File: config.mk
export PLATFORM = sky130hd
export DESIGN_NAME = fft_frame_ctrl_flat
export DESIGN_NICKNAME = d
export VERILOG_FILES = /design/src/rtl/fft_frame_ctrl_if.sv /design/src/rtl/fft_frame_ctrl.sv /design/src/flat_wrapper.sv
export SDC_FILE = /design/constraint.sdc
export NUM_CORES = 1
export LEC_CHECK = 0
export ABC_AREA = 1
export BUFFER_PORTS_ARGS = -buffer_cell sky130_fd_sc_hd__buf_2
export CORE_ASPECT_RATIO = 0.5
export CORE_MARGIN = 10
export CORE_UTILIZATION = 30
export CTS_CLUSTER_DIAMETER = 100
export DETAILED_ROUTE_END_ITERATION = 6
export GPL_TIMING_DRIVEN = 1
export SETUP_SLACK_MARGIN = 0.4
export SYNTH_ARGS = -nofsm -noshare
export SYNTH_HDL_FRONTEND = slang
export SYNTH_SLANG_ARGS = --single-unit
export TNS_END_PERCENT = 5
File: constraint.sdc
create_clock -name clk -period 1.3 [get_ports clk]
set_input_delay 0.195 -clock clk [delete_from_list [all_inputs] [get_ports clk]]
set_output_delay 0.195 -clock clk [all_outputs]
set_load 0.1 [all_outputs]
File: src/rtl/fft_frame_ctrl_if.sv
// rtl/fft_frame_ctrl_if.sv - ADC, FFT RAM, engine handshake and magnitude stream bundle
interface fft_frame_ctrl_if #(
  parameter int DATA_WIDTH = 16,
  parameter int ADDR_WIDTH = 8
);
  logic                    i_frame_req;
  logic [DATA_WIDTH-1:0]   i_adc_data;
  logic                    i_adc_valid;
  logic                    o_ld_wen;
  logic [ADDR_WIDTH-1:0]   o_ld_waddr;
  logic [2*DATA_WIDTH-1:0] o_ld_wdata;
  logic                    o_ram_sel;
  logic                    o_fft_start;
  logic                    i_fft_done;
  logic                    o_rd_ren;
  logic [ADDR_WIDTH-1:0]   o_rd_raddr;
  logic [2*DATA_WIDTH-1:0] i_rd_rdata;
  logic [DATA_WIDTH:0]     o_mag_data;
  logic                    o_mag_valid;
  logic [ADDR_WIDTH-1:0]   o_mag_index;
  logic                    o_mag_last;
  logic                    o_busy;
  logic                    o_fft_err;

  modport slave (
    input  i_frame_req, i_adc_data, i_adc_valid, i_fft_done, i_rd_rdata,
    output o_ld_wen, o_ld_waddr, o_ld_wdata, o_ram_sel, o_fft_start,
           o_rd_ren, o_rd_raddr, o_mag_data, o_mag_valid, o_mag_index,
           o_mag_last, o_busy, o_fft_err
  );

  modport master (
    output i_frame_req, i_adc_data, i_adc_valid, i_fft_done, i_rd_rdata,
    input  o_ld_wen, o_ld_waddr, o_ld_wdata, o_ram_sel, o_fft_start,
           o_rd_ren, o_rd_raddr, o_mag_data, o_mag_valid, o_mag_index,
           o_mag_last, o_busy, o_fft_err
  );
endinterface

File: src/rtl/fft_frame_ctrl.sv
// rtl/fft_frame_ctrl.sv - capture a bit-reversed frame, hand RAM to the FFT, stream |re|+|im|
module fft_frame_ctrl #(
  parameter int DATA_WIDTH = 16,
  parameter int ADDR_WIDTH = 8,
  parameter int OUT_HALF   = 1,
  parameter int TIMEOUT    = 4096
) (
  input logic             clk,
  input logic             rst_n,
  fft_frame_ctrl_if.slave bus
);
  localparam int N       = 1 << ADDR_WIDTH;
  localparam int OUT_LEN = (OUT_HALF != 0) ? (N / 2) : N;
  localparam int WD_W    = $clog2(TIMEOUT + 1);
  localparam logic [ADDR_WIDTH-1:0] LAST_BIN = ADDR_WIDTH'(OUT_LEN - 1);
  localparam logic [ADDR_WIDTH-1:0] ADDR_ONE = ADDR_WIDTH'(1);
  localparam logic [ADDR_WIDTH:0]   CNT_ONE  = (ADDR_WIDTH + 1)'(1);
  localparam logic [WD_W-1:0]       WD_LAST  = WD_W'(TIMEOUT - 1);
  localparam logic [WD_W-1:0]       WD_ONE   = WD_W'(1);
  localparam logic [DATA_WIDTH:0]   MAG_ONE  = (DATA_WIDTH + 1)'(1);

  typedef enum logic [2:0] {S_IDLE, S_LOAD, S_START, S_RUN, S_UNLOAD, S_DRAIN} state_t;

  state_t                  r_state, w_next;
  logic [ADDR_WIDTH:0]     r_ld_cnt;
  logic                    r_ld_wen;
  logic [ADDR_WIDTH-1:0]   r_ld_waddr;
  logic [2*DATA_WIDTH-1:0] r_ld_wdata;
  logic [WD_W-1:0]         r_wd;
  logic [ADDR_WIDTH-1:0]   r_rd_addr;
  logic [ADDR_WIDTH-1:0]   r_rd_idx;
  logic                    r_rd_v;
  logic [DATA_WIDTH:0]     r_mag_data;
  logic                    r_mag_valid;
  logic [ADDR_WIDTH-1:0]   r_mag_index;
  logic                    r_mag_last;
  logic                    w_ld_accept;
  logic                    w_timeout;
  logic [DATA_WIDTH:0]     w_mag;

  function automatic logic [ADDR_WIDTH-1:0] bitrev(input logic [ADDR_WIDTH-1:0] v);
    logic [ADDR_WIDTH-1:0] r;
    for (int i = 0; i < ADDR_WIDTH; i++) r[i] = v[ADDR_WIDTH-1-i];
    return r;
  endfunction

  // Widen before negating so the most negative sample maps to +2^(DATA_WIDTH-1).
  function automatic logic [DATA_WIDTH:0] abs_ext(input logic [DATA_WIDTH-1:0] v);
    logic [DATA_WIDTH:0] e;
    e = {v[DATA_WIDTH-1], v};
    return v[DATA_WIDTH-1] ? (~e + MAG_ONE) : e;
  endfunction

  assign w_ld_accept = (r_state == S_LOAD) && bus.i_adc_valid && !r_ld_cnt[ADDR_WIDTH];
  assign w_mag = abs_ext(bus.i_rd_rdata[DATA_WIDTH-1:0]) + abs_ext(bus.i_rd_rdata[2*DATA_WIDTH-1:DATA_WIDTH]);

  always_ff @(posedge clk or negedge rst_n) begin
    if (!rst_n) r_state <= S_IDLE;
    else        r_state <= w_next;
  end

  always_comb begin
    w_next    = r_state;
    w_timeout = 1'b0;
    case (r_state)
      S_IDLE:   if (bus.i_frame_req) w_next = S_LOAD;
      // Leave once the N-th write is on the RAM port, so fft_start trails it by one cycle.
      S_LOAD:   if (r_ld_wen && r_ld_cnt[ADDR_WIDTH]) w_next = S_START;
      S_START:  w_next = S_RUN;
      S_RUN: begin
        if (bus.i_fft_done) begin
          w_next = S_UNLOAD;
        end else if (r_wd == WD_LAST) begin
          w_timeout = 1'b1;
          w_next    = S_IDLE;
        end
      end
      S_UNLOAD: if (r_rd_addr == LAST_BIN) w_next = S_DRAIN;
      S_DRAIN:  if (r_mag_last) w_next = S_IDLE;
      default:  w_next = S_IDLE;
    endcase
  end

  always_ff @(posedge clk or negedge rst_n) begin
    if (!rst_n) begin
      r_ld_cnt   <= '0;
      r_ld_wen   <= 1'b0;
      r_ld_waddr <= '0;
      r_ld_wdata <= '0;
    end else begin
      r_ld_wen <= w_ld_accept;
      if (r_state == S_IDLE) begin
        r_ld_cnt <= '0;
      end else if (w_ld_accept) begin
        r_ld_cnt   <= r_ld_cnt + CNT_ONE;
        r_ld_waddr <= bitrev(r_ld_cnt[ADDR_WIDTH-1:0]);
        r_ld_wdata <= {{DATA_WIDTH{1'b0}}, bus.i_adc_data};
      end
    end
  end

  always_ff @(posedge clk or negedge rst_n) begin
    if (!rst_n) begin
      r_wd      <= '0;
      r_rd_addr <= '0;
      r_rd_idx  <= '0;
      r_rd_v    <= 1'b0;
    end else begin
      r_wd      <= (r_state == S_RUN) ? r_wd + WD_ONE : '0;
      r_rd_addr <= (r_state == S_UNLOAD) ? r_rd_addr + ADDR_ONE : '0;
      r_rd_idx  <= r_rd_addr;
      r_rd_v    <= (r_state == S_UNLOAD);
    end
  end

  always_ff @(posedge clk or negedge rst_n) begin
    if (!rst_n) begin
      r_mag_data  <= '0;
      r_mag_valid <= 1'b0;
      r_mag_index <= '0;
      r_mag_last  <= 1'b0;
    end else begin
      r_mag_valid <= r_rd_v;
      r_mag_last  <= r_rd_v && (r_rd_idx == LAST_BIN);
      if (r_rd_v) begin
        r_mag_data  <= w_mag;
        r_mag_index <= r_rd_idx;
      end
    end
  end

  assign bus.o_ld_wen    = r_ld_wen;
  assign bus.o_ld_waddr  = r_ld_waddr;
  assign bus.o_ld_wdata  = r_ld_wdata;
  assign bus.o_ram_sel   = (r_state == S_START) || (r_state == S_RUN);
  assign bus.o_fft_start = (r_state == S_START);
  assign bus.o_rd_ren    = (r_state == S_UNLOAD);
  assign bus.o_rd_raddr  = r_rd_addr;
  assign bus.o_mag_data  = r_mag_data;
  assign bus.o_mag_valid = r_mag_valid;
  assign bus.o_mag_index = r_mag_index;
  assign bus.o_mag_last  = r_mag_last;
  assign bus.o_busy      = (r_state != S_IDLE);
  assign bus.o_fft_err   = w_timeout;
endmodule

File: src/flat_wrapper.sv
// flat-port wrapper written by rule: the top's interface ports become plain ports
module fft_frame_ctrl_flat 
#(
  parameter int DATA_WIDTH = 16,
  parameter int ADDR_WIDTH = 8,
  parameter int OUT_HALF   = 1,
  parameter int TIMEOUT    = 4096
)
  (clk, rst_n, bus_i_frame_req, bus_i_adc_data, bus_i_adc_valid, bus_i_fft_done, bus_i_rd_rdata, bus_o_ld_wen, bus_o_ld_waddr, bus_o_ld_wdata, bus_o_ram_sel, bus_o_fft_start, bus_o_rd_ren, bus_o_rd_raddr, bus_o_mag_data, bus_o_mag_valid, bus_o_mag_index, bus_o_mag_last, bus_o_busy, bus_o_fft_err);
  fft_frame_ctrl_if #(.DATA_WIDTH(DATA_WIDTH), .ADDR_WIDTH(ADDR_WIDTH)) bus_i ();
  input logic clk;
  input logic rst_n;
  input wire logic [$bits(bus_i.i_frame_req)-1:0] bus_i_frame_req;
  input wire logic [$bits(bus_i.i_adc_data)-1:0] bus_i_adc_data;
  input wire logic [$bits(bus_i.i_adc_valid)-1:0] bus_i_adc_valid;
  input wire logic [$bits(bus_i.i_fft_done)-1:0] bus_i_fft_done;
  input wire logic [$bits(bus_i.i_rd_rdata)-1:0] bus_i_rd_rdata;
  output wire logic [$bits(bus_i.o_ld_wen)-1:0] bus_o_ld_wen;
  output wire logic [$bits(bus_i.o_ld_waddr)-1:0] bus_o_ld_waddr;
  output wire logic [$bits(bus_i.o_ld_wdata)-1:0] bus_o_ld_wdata;
  output wire logic [$bits(bus_i.o_ram_sel)-1:0] bus_o_ram_sel;
  output wire logic [$bits(bus_i.o_fft_start)-1:0] bus_o_fft_start;
  output wire logic [$bits(bus_i.o_rd_ren)-1:0] bus_o_rd_ren;
  output wire logic [$bits(bus_i.o_rd_raddr)-1:0] bus_o_rd_raddr;
  output wire logic [$bits(bus_i.o_mag_data)-1:0] bus_o_mag_data;
  output wire logic [$bits(bus_i.o_mag_valid)-1:0] bus_o_mag_valid;
  output wire logic [$bits(bus_i.o_mag_index)-1:0] bus_o_mag_index;
  output wire logic [$bits(bus_i.o_mag_last)-1:0] bus_o_mag_last;
  output wire logic [$bits(bus_i.o_busy)-1:0] bus_o_busy;
  output wire logic [$bits(bus_i.o_fft_err)-1:0] bus_o_fft_err;
  assign bus_i.i_frame_req = bus_i_frame_req;
  assign bus_i.i_adc_data = bus_i_adc_data;
  assign bus_i.i_adc_valid = bus_i_adc_valid;
  assign bus_i.i_fft_done = bus_i_fft_done;
  assign bus_i.i_rd_rdata = bus_i_rd_rdata;
  assign bus_o_ld_wen = bus_i.o_ld_wen;
  assign bus_o_ld_waddr = bus_i.o_ld_waddr;
  assign bus_o_ld_wdata = bus_i.o_ld_wdata;
  assign bus_o_ram_sel = bus_i.o_ram_sel;
  assign bus_o_fft_start = bus_i.o_fft_start;
  assign bus_o_rd_ren = bus_i.o_rd_ren;
  assign bus_o_rd_raddr = bus_i.o_rd_raddr;
  assign bus_o_mag_data = bus_i.o_mag_data;
  assign bus_o_mag_valid = bus_i.o_mag_valid;
  assign bus_o_mag_index = bus_i.o_mag_index;
  assign bus_o_mag_last = bus_i.o_mag_last;
  assign bus_o_busy = bus_i.o_busy;
  assign bus_o_fft_err = bus_i.o_fft_err;
  fft_frame_ctrl #(.DATA_WIDTH(DATA_WIDTH), .ADDR_WIDTH(ADDR_WIDTH), .OUT_HALF(OUT_HALF), .TIMEOUT(TIMEOUT)) u_core (.clk(clk), .rst_n(rst_n), .bus(bus_i));
endmodule
Word level (Yosys, flattened, before mapping):

Cells that the tools add are included.

* bits of input ports: 53
* register bits after elaboration: 94
* output and inout bits: 81

* add/sub/neg operators: 6
* equality and inequality tests: 13
* mux-type cells: 16
* bitwise operators: 3
* reductions and logical operators: 11

Operators by type and width (count)
* adder 17 x 1 -> 17 bit (second input constant): 2
* two-way mux 17 bit: 2
* inverter 17 bit: 2
* two-way mux 3 bit: 6
* two-way mux 9 bit: 2
* one-hot mux 3 bit (6 select lines): 1
* adder 17 bit: 1
* == test 8 x 7 -> 1 bit (second input constant): 2
* adder 13 x 1 -> 13 bit (second input constant): 1
* == test 13 x 12 -> 1 bit (second input constant): 1
* two-way mux 13 bit: 1
* adder 9 x 1 -> 9 bit (second input constant): 1
* adder 8 x 1 -> 8 bit (second input constant): 1
* two-way mux 8 bit: 1
* == test 3 x 2 -> 1 bit (second input constant): 2
* == test 3 bit (second input constant): 2
* AND reduction 5 bit: 1
* logical AND 1 bit: 4
* != test 2 x 1 -> 1 bit (second input constant): 2
* != test 2 bit (second input constant): 2
* == test 3 x 1 -> 1 bit (second input constant): 1
* zero test 3 bit: 1
* two-way mux 1 bit: 3
* != test 3 x 2 -> 1 bit (second input constant): 1
* 6 further kinds: 6

Longest topological paths before layout:

* depth in word-level cells: 5
* gate-level depth with buffers: 20

Worst setup path after synthesis:

OpenSTA, ideal clock, no wires.

* path kind: register to output
* start point: register u_core.r_state[2]
* end point: output port bus_o_fft_err
* path buffers: 1
* stages on the path, launching flop included: 5
* setup slack: -2631 ps
* data arrival time: 3736 ps
* data required time: 1105 ps
* path through: dfrtp_1 > buf_4 > nor2_2 > nand2_2 > nor3_1

* longest elaborated chain between the ends: 2

Ends and longest elaborated chain
* start, declared: line fft_frame_ctrl.sv:24 `state_t r_state, w_next;`
* start signal, assigned: line fft_frame_ctrl.sv:59 `else r_state <= w_next;`
* == test 3 x 2 -> 1 bit: line fft_frame_ctrl.sv:65 `case (r_state)`
* two-way mux 1 bit: line fft_frame_ctrl.sv:65
* end, declared: line flat_wrapper.sv:30 `output wire logic [$bits(bus_i.o_fft_err)-1:0] bus_o_fft_err;`

Every way passes these cells.

Final worst setup path:

* start point: register u_core.r_wd[0]
* end point: output port bus_o_fft_err

* longest elaborated chain between the ends: 4

Ends and longest elaborated chain
* start, declared: line fft_frame_ctrl.sv:29 `logic [WD_W-1:0] r_wd;`
* start signal, assigned: line fft_frame_ctrl.sv:109 `r_wd <= (r_state == S_RUN) ? r_wd + WD_ONE : '0;`
* == test 13 x 12 -> 1 bit: line fft_frame_ctrl.sv:73 `end else if (r_wd == WD_LAST) begin`
* two-way mux 1 bit: line fft_frame_ctrl.sv:73
* two-way mux 1 bit: line fft_frame_ctrl.sv:71 `if (bus.i_fft_done) begin`
* two-way mux 1 bit: line fft_frame_ctrl.sv:65

Every way passes these cells.

==> metrics.yaml <==
row_count: 34
fin_util: 0.548
finalNonFillerCells: 1230
port_buffers: 117
path_clk_slew_ns: 0.07
coreArea_um2: 17700
synthFlopType: "dfrtp_1"
die_w_um: 212
grt_antenna_before_repair: 1
yosysWarnings: 0
cp-end-kind: "output port"
cts_max_level: 3
cts_tree: "yes"
period_share: 1.53
violations: "negative setup slack"
async_reset_ff_frac: 1.00
fmax_mhz: 502
grt_usage: 0.135
status: "complete, but fails checks"
grt_max_degree: 36
vias: 5535
grt_pass1_wl_um: 27400
dp.cells: 1197
setup_viol: 41
routed_wl_um: 17000
yosysMostFrequentCell: "nand2_1"
syn_inst: 741
synth-edff-count: 0
clock-sinks: 94
nNetsFinal: 1066
finalSetupTns_ns: -9.20
ioPinCount: 134
hp-class: "in2reg"
layout_setup_ws_ns: -0.690
critPathLaunchType: "flip-flop"
synth_top_area_cell: "dfrtp_1"
cts_buffer_depth: 2
drive_gt1_frac: 0.478
cts_made_buffers: 9
cp.required_ns: 1.11
critical_path_class: "reg2out"
insertion_delay_ns: 0.34
netlist_area_um2: 5520
grt_pass1_vias: 5701
grt_overflow_total: 0
final-hold-violation-count: 0
worstPathMaxFanout: 2
rsz0062_at_grt: "yes"
period_minus_slack_ns: 1.99
area_growth_pct: 75.6
die_h_um: 116
power_density_nw_per_um2: 1950
dr.pass1.iters: 4
dp_hpwl_um: 12200
drt_iter0_drc: 211
die-area_um2: 24600
place_congestion: 0.867
diodes: 0
fin_area_um2: 9700
avgSynthCellArea_um2: 7.45
drv_cap: 0
synthTopCellsByArea: "dfrtp_1 (43%), nand2_1 (17%), inv_1 (6.5%)"
ys_types: 38
wl_per_cell_um: 13.8
ys_seq_area_frac: 0.426
yosys.area.top_type_share: 0.426
drv_slew: 0
ir_worst_vdd_mv: 1.85
drc: 0
arrival_ns: 1.80
fin_total_pwr_mw: 18.9
vias_per_cell: 4.50
root_buffer: "clkbuf_16"
finClkSkew_ns: 0.0114
placedInstanceArea_um2: 7940
start_util: 0.312
synth_common_cells: "nand2_1 (249), inv_1 (96), dfrtp_1 (94)"
leakage_nw: 4.69
ant_nets: 0
ys_seq_elements: 94
==> routing by layer <==
layer	wire length [um]	GRT usage	vias to the layer above
met5	13	0	-
met4	176	0.0309	2
met3	908	0.0326	16
met2	8860	0.255	92
met1	7050	0.152	2625
li1	-	-	2800
==> cell families (layout without fill, tap and decap cells) <==
group	Yosys count	in the layout	synth area share
flip-flops	94	94	0.426
AO/OA/AOI/OAI	72	72	0.0684
other	1	16	0.000679
XOR/XNOR	31	31	0.0492
AND/OR/NAND/NOR	390	390	0.301
buffers and inverters	131	371	0.104
adder cells (fa/ha/maj)	22	22	0.0512
==> placed cells by master, fill, tap and decap left out, types with 7 or more instances in the layout <==
cell       instances
nand3_1           23
nor2_2            12
buf_12            68
buf_2             43
nand2_4           13
nand2_1          193
nor3_2             7
inv_1             69
nor2_1            29
a21oi_1           15
nor2_4            11
o21ai_1           15
nand2_2           45
nand3_2           13
nor3_1             9
xor2_1            17
nand4_1            9
conb_1            16
dfrtp_1           84
buf_4            110
o21ai_2            9
ha_4               8
o21ai_0           13
clkbuf_16          9
buf_6             29
a21oi_2            9
dfrtp_2            8
ha_1              11
inv_2             21
==> worst max-delay path: stages (launching register included) <==
cell	delay, ns
dfrtp_1	0.36
ha_1	0.17
nand2_1	0.08
nor2_2	0.13
nand4_1	0.15
nor2_2	0.15
nand2_2	0.07
nor3_4	0.15
buf_12	0.20
==> worst paths after layout <==
kind                                    startpoint                  endpoint  cells past startpoint  slack [ns]
min in group asynchronous                    rst_n            u_core.r_wd[1]                      2        0.27
worst max register to register      u_core.r_wd[0]         u_core.r_state[2]                      9       -0.23
worst max-delay path                u_core.r_wd[0]             bus_o_fft_err                      8       -0.69
worst min-delay path             bus_i_adc_data[4]  u_core.bus.o_ld_wdata[4]                      3        0.05
worst min register to register  u_core.r_rd_idx[7]     u_core.bus.o_mag_last                      1        0.44
max in group asynchronous                    rst_n  u_core.bus.o_ld_wdata[7]                      3        0.56
==> final cells by class <==
class / instances / area (um^2)
multi-input cells: 531 / 3520
clock buffers: 9 / 225
well taps: 234 / 293
inverters: 101 / 435
clock inverters: 7 / 73.8
flip-flops and latches: 94 / 2370
repair buffers: 254 / 2780
fillers: 1528 / 8000
==> metrics by stage <==
step                      hold slack (ns)  worst slack, ns
after detailed placement            0.115            -1.10
after global placement              0.122            -1.03
after global routing               0.0357           -0.836
after floorplan                    -0.101           -0.906
after CTS                          0.0286           -0.699
final                              0.0460           -0.690
==> timing repair <==
item / 4_1_cts / 5_1_grt
endpoints found under the hold margin: 18 / 0
hold buffers: 1 / 0
gates resized for setup: 231 / 139
pin swaps: 66 / 83
endpoints found under the setup margin: 141 / 166
setup buffers: 5 / 11
==> power by group <==
group	total [mW]	internal [mW]	switching, mW	leakage, nW
clock network	2.66	1.50	1.16	0.146
logic	11.9	4.41	7.51	3.32
registers	4.32	3.60	0.727	1.23
total	18.9	9.51	9.40	4.69
==> sequential cells by signal, summed over array words and instances, names as in the netlist <==
register                cells
u_core.bus.o_ld_waddr       8
u_core.bus.o_ld_wdata      16
u_core.bus.o_ld_wen         1
u_core.bus.o_mag_data      17
u_core.bus.o_mag_index      8
u_core.bus.o_mag_last       1
u_core.bus.o_mag_valid      1
u_core.bus.o_rd_raddr       8
u_core.r_ld_cnt             9
u_core.r_rd_idx             8
u_core.r_rd_v               1
u_core.r_state              3
u_core.r_wd                13
Note: power is estimated with default switching activity, not from simulation.
